### src/rtl/tx_cic_interp_if.sv
// tx_cic_interp_if: serial control bus, input sample handshake and
// interpolated output bundle for the TX CIC interpolator.
// The master side drives the bus and feeds samples; the slave side is the interpolator.
interface tx_cic_interp_if;
    logic               enable;
    logic [6:0]         serial_addr;
    logic [31:0]        serial_data;
    logic               serial_strobe;
    logic               sample_strobe;
    logic signed [15:0] i_in;
    logic signed [15:0] q_in;
    logic               in_valid;
    logic               interp_strobe;
    logic signed [15:0] i_out;
    logic signed [15:0] q_out;
    logic               underrun;

    modport master (
        output enable, serial_addr, serial_data, serial_strobe, sample_strobe,
        output i_in, q_in, in_valid,
        input  interp_strobe, i_out, q_out, underrun
    );

    modport slave (
        input  enable, serial_addr, serial_data, serial_strobe, sample_strobe,
        input  i_in, q_in, in_valid,
        output interp_strobe, i_out, q_out, underrun
    );
endinterface

### src/rtl/tx_cic_interp.sv
// tx_cic_interp: 4-stage CIC interpolator (I and Q) for the TX path.
// Combs run at the input rate (one update per interp_strobe request), the
// integrators run at the DAC sample_strobe rate with zero-stuffing, and the
// result is scaled by 3*ceil(log2(rate)) and saturated to 16 bits.
// Optional feature: define TX_CIC_ROUND_EN to round half up before the shift;
// without it the shift truncates.
module tx_cic_interp #(
    parameter logic [6:0] RATEADDR = 7'd0
) (
    input  logic           clock,
    input  logic           reset,
    tx_cic_interp_if.slave bus
);
    localparam int W = 40;
    localparam int N = 4;
    localparam logic signed [W:0] ROUND_ONE = 41'sd1;

    logic        rate_wr;
    logic        flush;
    logic        strobe_ok;
    logic        wrap;
    logic [7:0]  rate;
    logic [7:0]  rate_wdata;
    logic [7:0]  rate_m1;
    logic [7:0]  count;
    logic        interp_q;
    logic        load_q;
    logic        underrun_q;
    logic        pending;
    logic        unused_data_bits;

    logic signed [W-1:0] comb_x   [2];
    logic signed [W-1:0] comb_c   [2][N+1];
    logic signed [W-1:0] comb_dly [2][N];
    logic signed [W-1:0] comb_lat [2];
    logic signed [W-1:0] integ    [2][N];

    logic [3:0]          log2_rate;
    logic [4:0]          shift;
    logic signed [W:0]   biased  [2];
    logic signed [W:0]   shifted [2];
    logic signed [15:0]  y       [2];
    logic signed [15:0]  out_q   [2];

    // A rate write hits only our register address; 0 and 1 are clamped to 2.
    assign rate_wr          = bus.serial_strobe && (bus.serial_addr == RATEADDR);
    assign rate_wdata       = (bus.serial_data[7:1] == 7'd0) ? 8'd2 : bus.serial_data[7:0];
    assign unused_data_bits = ^bus.serial_data[31:8];

    // Either a disabled path or a rate change wipes the counter and filter state.
    assign flush     = !bus.enable || rate_wr;
    assign strobe_ok = bus.sample_strobe && !flush;
    assign rate_m1   = rate - 8'd1;
    assign wrap      = (count == rate_m1);

    assign bus.interp_strobe = interp_q;
    assign bus.underrun      = underrun_q;
    assign bus.i_out         = out_q[0];
    assign bus.q_out         = out_q[1];

    // Interpolation-rate register; survives enable going low.
    always_ff @(posedge clock or posedge reset) begin
        if (reset) begin
            rate <= 8'd4;
        end else if (rate_wr) begin
            rate <= rate_wdata;
        end
    end

    // Divide sample_strobe by rate and raise a one-clock request after the wrap.
    always_ff @(posedge clock or posedge reset) begin
        if (reset) begin
            count    <= 8'd0;
            interp_q <= 1'b0;
        end else if (flush) begin
            count    <= 8'd0;
            interp_q <= 1'b0;
        end else begin
            interp_q <= bus.sample_strobe && wrap;
            if (bus.sample_strobe) begin
                count <= wrap ? 8'd0 : count + 8'd1;
            end
        end
    end

    // Comb cascade: sign-extended sample (or zero on underrun) minus each stage's delay.
    always_comb begin
        comb_x[0] = bus.in_valid ? {{(W-16){bus.i_in[15]}}, bus.i_in} : '0;
        comb_x[1] = bus.in_valid ? {{(W-16){bus.q_in[15]}}, bus.q_in} : '0;
        for (int ch = 0; ch < 2; ch++) begin
            comb_c[ch][0] = comb_x[ch];
            for (int k = 0; k < N; k++) begin
                comb_c[ch][k+1] = comb_c[ch][k] - comb_dly[ch][k];
            end
        end
    end

    // Filter state: combs step on requests, integrators step on every DAC strobe.
    always_ff @(posedge clock or posedge reset) begin
        if (reset) begin
            for (int ch = 0; ch < 2; ch++) begin
                comb_lat[ch] <= '0;
                for (int k = 0; k < N; k++) begin
                    comb_dly[ch][k] <= '0;
                    integ[ch][k]    <= '0;
                end
            end
            pending <= 1'b0;
        end else if (flush) begin
            for (int ch = 0; ch < 2; ch++) begin
                comb_lat[ch] <= '0;
                for (int k = 0; k < N; k++) begin
                    comb_dly[ch][k] <= '0;
                    integ[ch][k]    <= '0;
                end
            end
            pending <= 1'b0;
        end else begin
            if (interp_q) begin
                for (int ch = 0; ch < 2; ch++) begin
                    comb_lat[ch] <= comb_c[ch][N];
                    for (int k = 0; k < N; k++) begin
                        comb_dly[ch][k] <= comb_c[ch][k];
                    end
                end
            end
            if (bus.sample_strobe) begin
                for (int ch = 0; ch < 2; ch++) begin
                    integ[ch][0] <= integ[ch][0] + (pending ? comb_lat[ch] : '0);
                    for (int k = 1; k < N; k++) begin
                        integ[ch][k] <= integ[ch][k] + integ[ch][k-1];
                    end
                end
            end
            if (interp_q) begin
                pending <= 1'b1;
            end else if (bus.sample_strobe) begin
                pending <= 1'b0;
            end
        end
    end

    // Priority-encode ceil(log2(rate)) as the bit length of rate-1, then triple it.
    always_comb begin
        log2_rate = 4'd0;
        for (int b = 0; b < 8; b++) begin
            if (rate_m1[b]) begin
                log2_rate = 4'(b + 1);
            end
        end
        shift = {1'b0, log2_rate} + {log2_rate, 1'b0};
    end

    // Gain normalisation: optional half-up bias, arithmetic shift, 16-bit saturation.
    always_comb begin
        for (int ch = 0; ch < 2; ch++) begin
`ifdef TX_CIC_ROUND_EN
            biased[ch] = {integ[ch][N-1][W-1], integ[ch][N-1]} + (ROUND_ONE <<< (shift - 5'd1));
`else
            biased[ch] = {integ[ch][N-1][W-1], integ[ch][N-1]};
`endif
            shifted[ch] = biased[ch] >>> shift;
            if (shifted[ch] > 41'sd32767) begin
                y[ch] = 16'sh7fff;
            end else if (shifted[ch] < -41'sd32768) begin
                y[ch] = 16'sh8000;
            end else begin
                y[ch] = shifted[ch][15:0];
            end
        end
    end

    // Output load is delayed one clock behind the strobe that advanced the integrators.
    always_ff @(posedge clock or posedge reset) begin
        if (reset) begin
            load_q <= 1'b0;
        end else begin
            load_q <= strobe_ok;
        end
    end

    // Output registers hold between strobes and are forced to zero while disabled.
    always_ff @(posedge clock or posedge reset) begin
        if (reset) begin
            out_q[0] <= '0;
            out_q[1] <= '0;
        end else if (!bus.enable) begin
            out_q[0] <= '0;
            out_q[1] <= '0;
        end else if (load_q) begin
            out_q[0] <= y[0];
            out_q[1] <= y[1];
        end
    end

    // Sticky underrun: a request found no valid sample upstream.
    always_ff @(posedge clock or posedge reset) begin
        if (reset) begin
            underrun_q <= 1'b0;
        end else if (!bus.enable) begin
            underrun_q <= 1'b0;
        end else if (interp_q && !bus.in_valid) begin
            underrun_q <= 1'b1;
        end
    end
endmodule

### src/flat_wrapper.sv
// flat-port wrapper written by rule: the top's interface ports become plain ports
module tx_cic_interp_flat 
#(
    parameter logic [6:0] RATEADDR = 7'd0
)
  (clock, reset, bus_enable, bus_serial_addr, bus_serial_data, bus_serial_strobe, bus_sample_strobe, bus_i_in, bus_q_in, bus_in_valid, bus_interp_strobe, bus_i_out, bus_q_out, bus_underrun);
  tx_cic_interp_if bus_i ();
  input  logic clock;
  input  logic reset;
  input wire logic [$bits(bus_i.enable)-1:0] bus_enable;
  input wire logic [$bits(bus_i.serial_addr)-1:0] bus_serial_addr;
  input wire logic [$bits(bus_i.serial_data)-1:0] bus_serial_data;
  input wire logic [$bits(bus_i.serial_strobe)-1:0] bus_serial_strobe;
  input wire logic [$bits(bus_i.sample_strobe)-1:0] bus_sample_strobe;
  input wire logic [$bits(bus_i.i_in)-1:0] bus_i_in;
  input wire logic [$bits(bus_i.q_in)-1:0] bus_q_in;
  input wire logic [$bits(bus_i.in_valid)-1:0] bus_in_valid;
  output wire logic [$bits(bus_i.interp_strobe)-1:0] bus_interp_strobe;
  output wire logic [$bits(bus_i.i_out)-1:0] bus_i_out;
  output wire logic [$bits(bus_i.q_out)-1:0] bus_q_out;
  output wire logic [$bits(bus_i.underrun)-1:0] bus_underrun;
  assign bus_i.enable = bus_enable;
  assign bus_i.serial_addr = bus_serial_addr;
  assign bus_i.serial_data = bus_serial_data;
  assign bus_i.serial_strobe = bus_serial_strobe;
  assign bus_i.sample_strobe = bus_sample_strobe;
  assign bus_i.i_in = bus_i_in;
  assign bus_i.q_in = bus_q_in;
  assign bus_i.in_valid = bus_in_valid;
  assign bus_interp_strobe = bus_i.interp_strobe;
  assign bus_i_out = bus_i.i_out;
  assign bus_q_out = bus_i.q_out;
  assign bus_underrun = bus_i.underrun;
  tx_cic_interp #(.RATEADDR(RATEADDR)) u_core (.clock(clock), .reset(reset), .bus(bus_i));
endmodule
### config.mk
export PLATFORM = sky130hd
export DESIGN_NAME = tx_cic_interp_flat
export DESIGN_NICKNAME = d
export VERILOG_FILES = /design/src/rtl/tx_cic_interp_if.sv /design/src/rtl/tx_cic_interp.sv /design/src/flat_wrapper.sv
export SDC_FILE = /design/constraint.sdc
export NUM_CORES = 2
export LEC_CHECK = 0
export CELL_PAD_IN_SITES_DETAIL_PLACEMENT = 0
export CELL_PAD_IN_SITES_GLOBAL_PLACEMENT = 2
export CORE_ASPECT_RATIO = 1.1
export CORE_MARGIN = 2
export CORE_UTILIZATION = 25
export CTS_CLUSTER_DIAMETER = 60
export DETAILED_ROUTE_END_ITERATION = 7
export PLACE_DENSITY_LB_ADDON = 0.08
export SYNTH_ARGS = -nofsm -noshare
export SYNTH_HDL_FRONTEND = slang
export SYNTH_SLANG_ARGS = --single-unit
### constraint.sdc
create_clock -name clock -period 40.6 [get_ports clock]
set_input_delay 8.12 -clock clock [delete_from_list [all_inputs] [get_ports clock]]
set_output_delay 8.12 -clock clock [all_outputs]
set_load 0.01 [all_outputs]
==> reports/metrics.yaml <==
drt:
  via_per_inst: 4.65
  drt_iter0_markers: 2050
  vias: 49300
  drc: 0
  routed_wl_microns: 182000
  ant_nets: 0
  drtPass1Iterations: 5
  wl_per_cell_microns: 17.2
yosys:
  synth_edf_count: 0
  synthArstFlopShare: 1.00
  synth_cell_types: 94
  yosysSeqAreaShare: 0.291
  syn_area_per_cell_sq_um: 8.66
  ys_ff_latch: 724
  postSynthCellCount: 7183
  yosys.area.top_type: "dfrtp_1"
  yosysWarnings: 0
  ys.flop_type: "dfrtp_1"
  synth.top_cells.by_area: "dfrtp_1 (29%), ha_1 (12%), mux2i_1 (9.4%)"
  synthesis.area_sq_um: 62200
  synth_nets: 7864
  synth_top_area_share: 0.291
pwr:
  combinationalPowerShare: 0.515
  finalPower_mw: 4.13
  clkPwrFrac: 0.297
  power_frac_seq: 0.189
  ir_drop_v: 0.0000570
  power.leakage_nw: 33.3
  powerDensity_nw_per_um2: 57.8
  switchingPower_mw: 1.71
  p_int_mw: 2.41
  swShare: 0.415
clock_tree:
  cts.path.max_buffers: 4
  htreeDepth: 4
  clock_latency_ns: 0.80
  cts_buffers: 143
  post_cts_buffers: 0
  path_clk_slew_ns: 0.05
  cts_resized: 0
  cts_sinks: 724
  cts_root_buf: "clkbuf_16"
  cts_hold_buf: 0
  cts_tree: "yes"
critical_path:
  critPathKind: "input port to flip-flop"
  required_ns: 41.25
  cp_common_cell: "a21oi_1"
  cp-end-kind: "flip-flop"
  crit_slowest_cell: "a311oi_1"
  worstSetupStartpointType: "input port"
  crit_fanout: 35
  critPathMaxStageDelay_ns: 0.59
  critPathArrivalTime_ns: 19.22
timing:
  tightestPinTransition_ns: 1.32
  rsz0062_at_grt: "false"
  slew-limit-headroom: 0.116
  worst_slack_ns: 22.03
  slew_violations: 0
  fin_worst_skew_ns: 0.0559
  max_freq_ghz: 0.0538
  fin_crit_ns: 18.57
  fin_hold_ws_ns: 0.466
  hold_viol_final: 0
  setup-tns-final_ns: 0
  finalSetupViolCount: 0
  min_period_over_period: 0.457
run_status:
  status: "finished, final reports clean"
floorplan:
  die_w_microns: 480
  die-area_sq_um: 253000
  floorplan.initialDensity: 0.251
  rows: 192
  core_area_sq_um: 248000
  num_io_pins: 111
  fp.dieH_microns: 527
place:
  pre_cts_slack_ns: 20.98
  finalWeightedCongestion: 0.779
  dp_hpwl_microns: 134000
  io_buffers: 86
global_route:
  antenna_found_initial: 2
  grt_usage: 0.142
  grt_pass1_wl_microns: 294000
  grt_max_degree: 143
  overflow: 0
  grt_pass1_vias: 50200
cells_and_area:
  most-common-layout-cells: "nor2_1 (859), dfrtp_1 (721), mux2i_1 (583)"
  layout_commonest_cell: "nor2_1"
  fin_nets: 7864
  synthToLayoutAreaGrowth_pct: 14.8
  utilization: 0.288
  drive_gt1_frac: 0.0577
  nFillCells: 26400
min_path:
  hold_path.class: "flip-flop to flip-flop"
flow_run:
  max-cap-violations: 0
-- power by group through the flow --
stage | Sequential (mW) | Combinational [mW] | Clock (mW)
final | 0.778 | 2.12 | 1.22
after global routing | 0.783 | 2.39 | 1.30
after CTS | 0.778 | 2.17 | 1.28
after detailed placement | 0.790 | 2.16 | 0
after global placement | 0.789 | 2.17 | 0
after floorplan | 0.788 | 1.61 | 0
-- worst paths after layout --
| check | startpoint | cells after the start | endpoint | slack (ns) |
|---|---|---|---|---|
| max reg2reg | u_core.comb_dly[280]$_DFFE_PP0P_ | 45 | u_core.comb_lat[79]$_DFFE_PP0P_ | 29.83 |
| min | u_core.comb_lat[70]$_DFFE_PP0P_ | 2 | u_core.comb_lat[70]$_DFFE_PP0P_ | 0.47 |
| min reg2reg | u_core.comb_lat[70]$_DFFE_PP0P_ | 2 | u_core.comb_lat[70]$_DFFE_PP0P_ | 0.47 |
| min in group asynchronous | reset | 2 | u_core.comb_dly[227]$_DFFE_PP0P_ | 7.79 |
| max | bus_in_valid | 48 | u_core.comb_lat[79]$_DFFE_PP0P_ | 22.03 |
| max in group asynchronous | reset | 5 | u_core.rate[3]$_DFFE_PP0P_ | 30.17 |
-- per-stage QoR --
stage | instances | area, sq um
6_report | 10600 | 71400
5_1_grt | 10600 | 71400
4_1_cts | 10600 | 71300
3_5_place_dp | 10300 | 66600
3_3_place_gp | 10300 | 66600
2_1_floorplan | 7183 | 62200
-- state kept, by name, indices dropped and copies added (netlist names) --
register / count
u_core.bus.i_out: 16
u_core.comb_dly: 272
u_core.bus.interp_strobe: 1
u_core.load_q: 1
u_core.bus.underrun: 1
u_core.rate: 8
u_core.pending: 1
u_core.count: 8
u_core.comb_lat: 80
u_core.bus.q_out: 16
u_core.biased: 80
u_core.integ: 240
-- cell type report --
cell class              count  area [sq um]  area share
well taps                3298          4130      0.0578
flip-flops and latches    724         18100       0.254
diodes                     22          55.1    0.000771
repair buffers            144          1360      0.0191
inverters                 433          1640      0.0229
multi-input cells        5737         41300       0.579
clock buffers             180          3920      0.0549
clock inverters            59           870      0.0122
-- cells by family (layout without fill, tap and decap cells) --
group	after synthesis	count (layout)	share of synthesized area
simple gates	2058	2058	0.151
xor+xnor	527	527	0.0749
mux	645	645	0.113
flops	724	724	0.291
buf+inv	722	816	0.0457
other cells	0	22	0
fa+ha+maj	604	604	0.124
compound gates	1903	1903	0.200
-- layer usage --
layer / part of all wire / wire (microns) / track usage / up-vias
li1: - / - / - / 25700
met1: 0.50 / 91100 / 0.198 / 22900
met2: 0.45 / 81400 / 0.230 / 478
met3: 0.025 / 4550 / 0.0157 / 241
met4: 0.027 / 4950 / 0.0434 / 0
met5: 0 / 0 / 0 / -
-- cells in the mapped netlist, types with 14 or more instances --
| cell | number |
|---|---|
| nor2_1 | 861 |
| dfrtp_1 | 723 |
| ha_1 | 583 |
| mux2i_1 | 583 |
| a21oi_1 | 567 |
| nand2_1 | 492 |
| inv_1 | 431 |
| xnor2_1 | 350 |
| a21o_1 | 311 |
| o21ai_0 | 307 |
| clkbuf_1 | 212 |
| xor2_1 | 174 |
| and2_1 | 133 |
| nand3_1 | 128 |
| o21bai_1 | 89 |
| o21a_1 | 78 |
| a211oi_1 | 77 |
| nand2b_1 | 75 |
| nor2b_1 | 69 |
| nor3_1 | 67 |
| a22o_1 | 58 |
| and3_1 | 57 |
| a31oi_1 | 51 |
| buf_1 | 47 |
| nand4_1 | 42 |
| mux4_2 | 40 |
| o211ai_1 | 32 |
| or2_2 | 30 |
| o31ai_1 | 29 |
| o22ai_1 | 28 |
| a2111oi_0 | 24 |
| nor4_1 | 24 |
| o41ai_1 | 24 |
| or3_1 | 23 |
| a211o_1 | 22 |
| a21boi_0 | 21 |
| a221oi_1 | 21 |
| fa_1 | 21 |
| mux2_2 | 20 |
| o31a_1 | 19 |
| a31o_2 | 15 |
| o311ai_0 | 15 |
| and4_1 | 14 |
-- worst max-delay path, delay by kind of cell --
family                   cells  cell delay [ns]
multiplexers                 1             0.15
AO/OA/AOI/OAI               25             6.04
XOR/XNOR                     5             1.15
AND/OR/NAND/NOR              9             1.33
adder cells (fa/ha/maj)      5             1.65
buffers and inverters        3             0.70
Power figures use the tool's default switching activity.
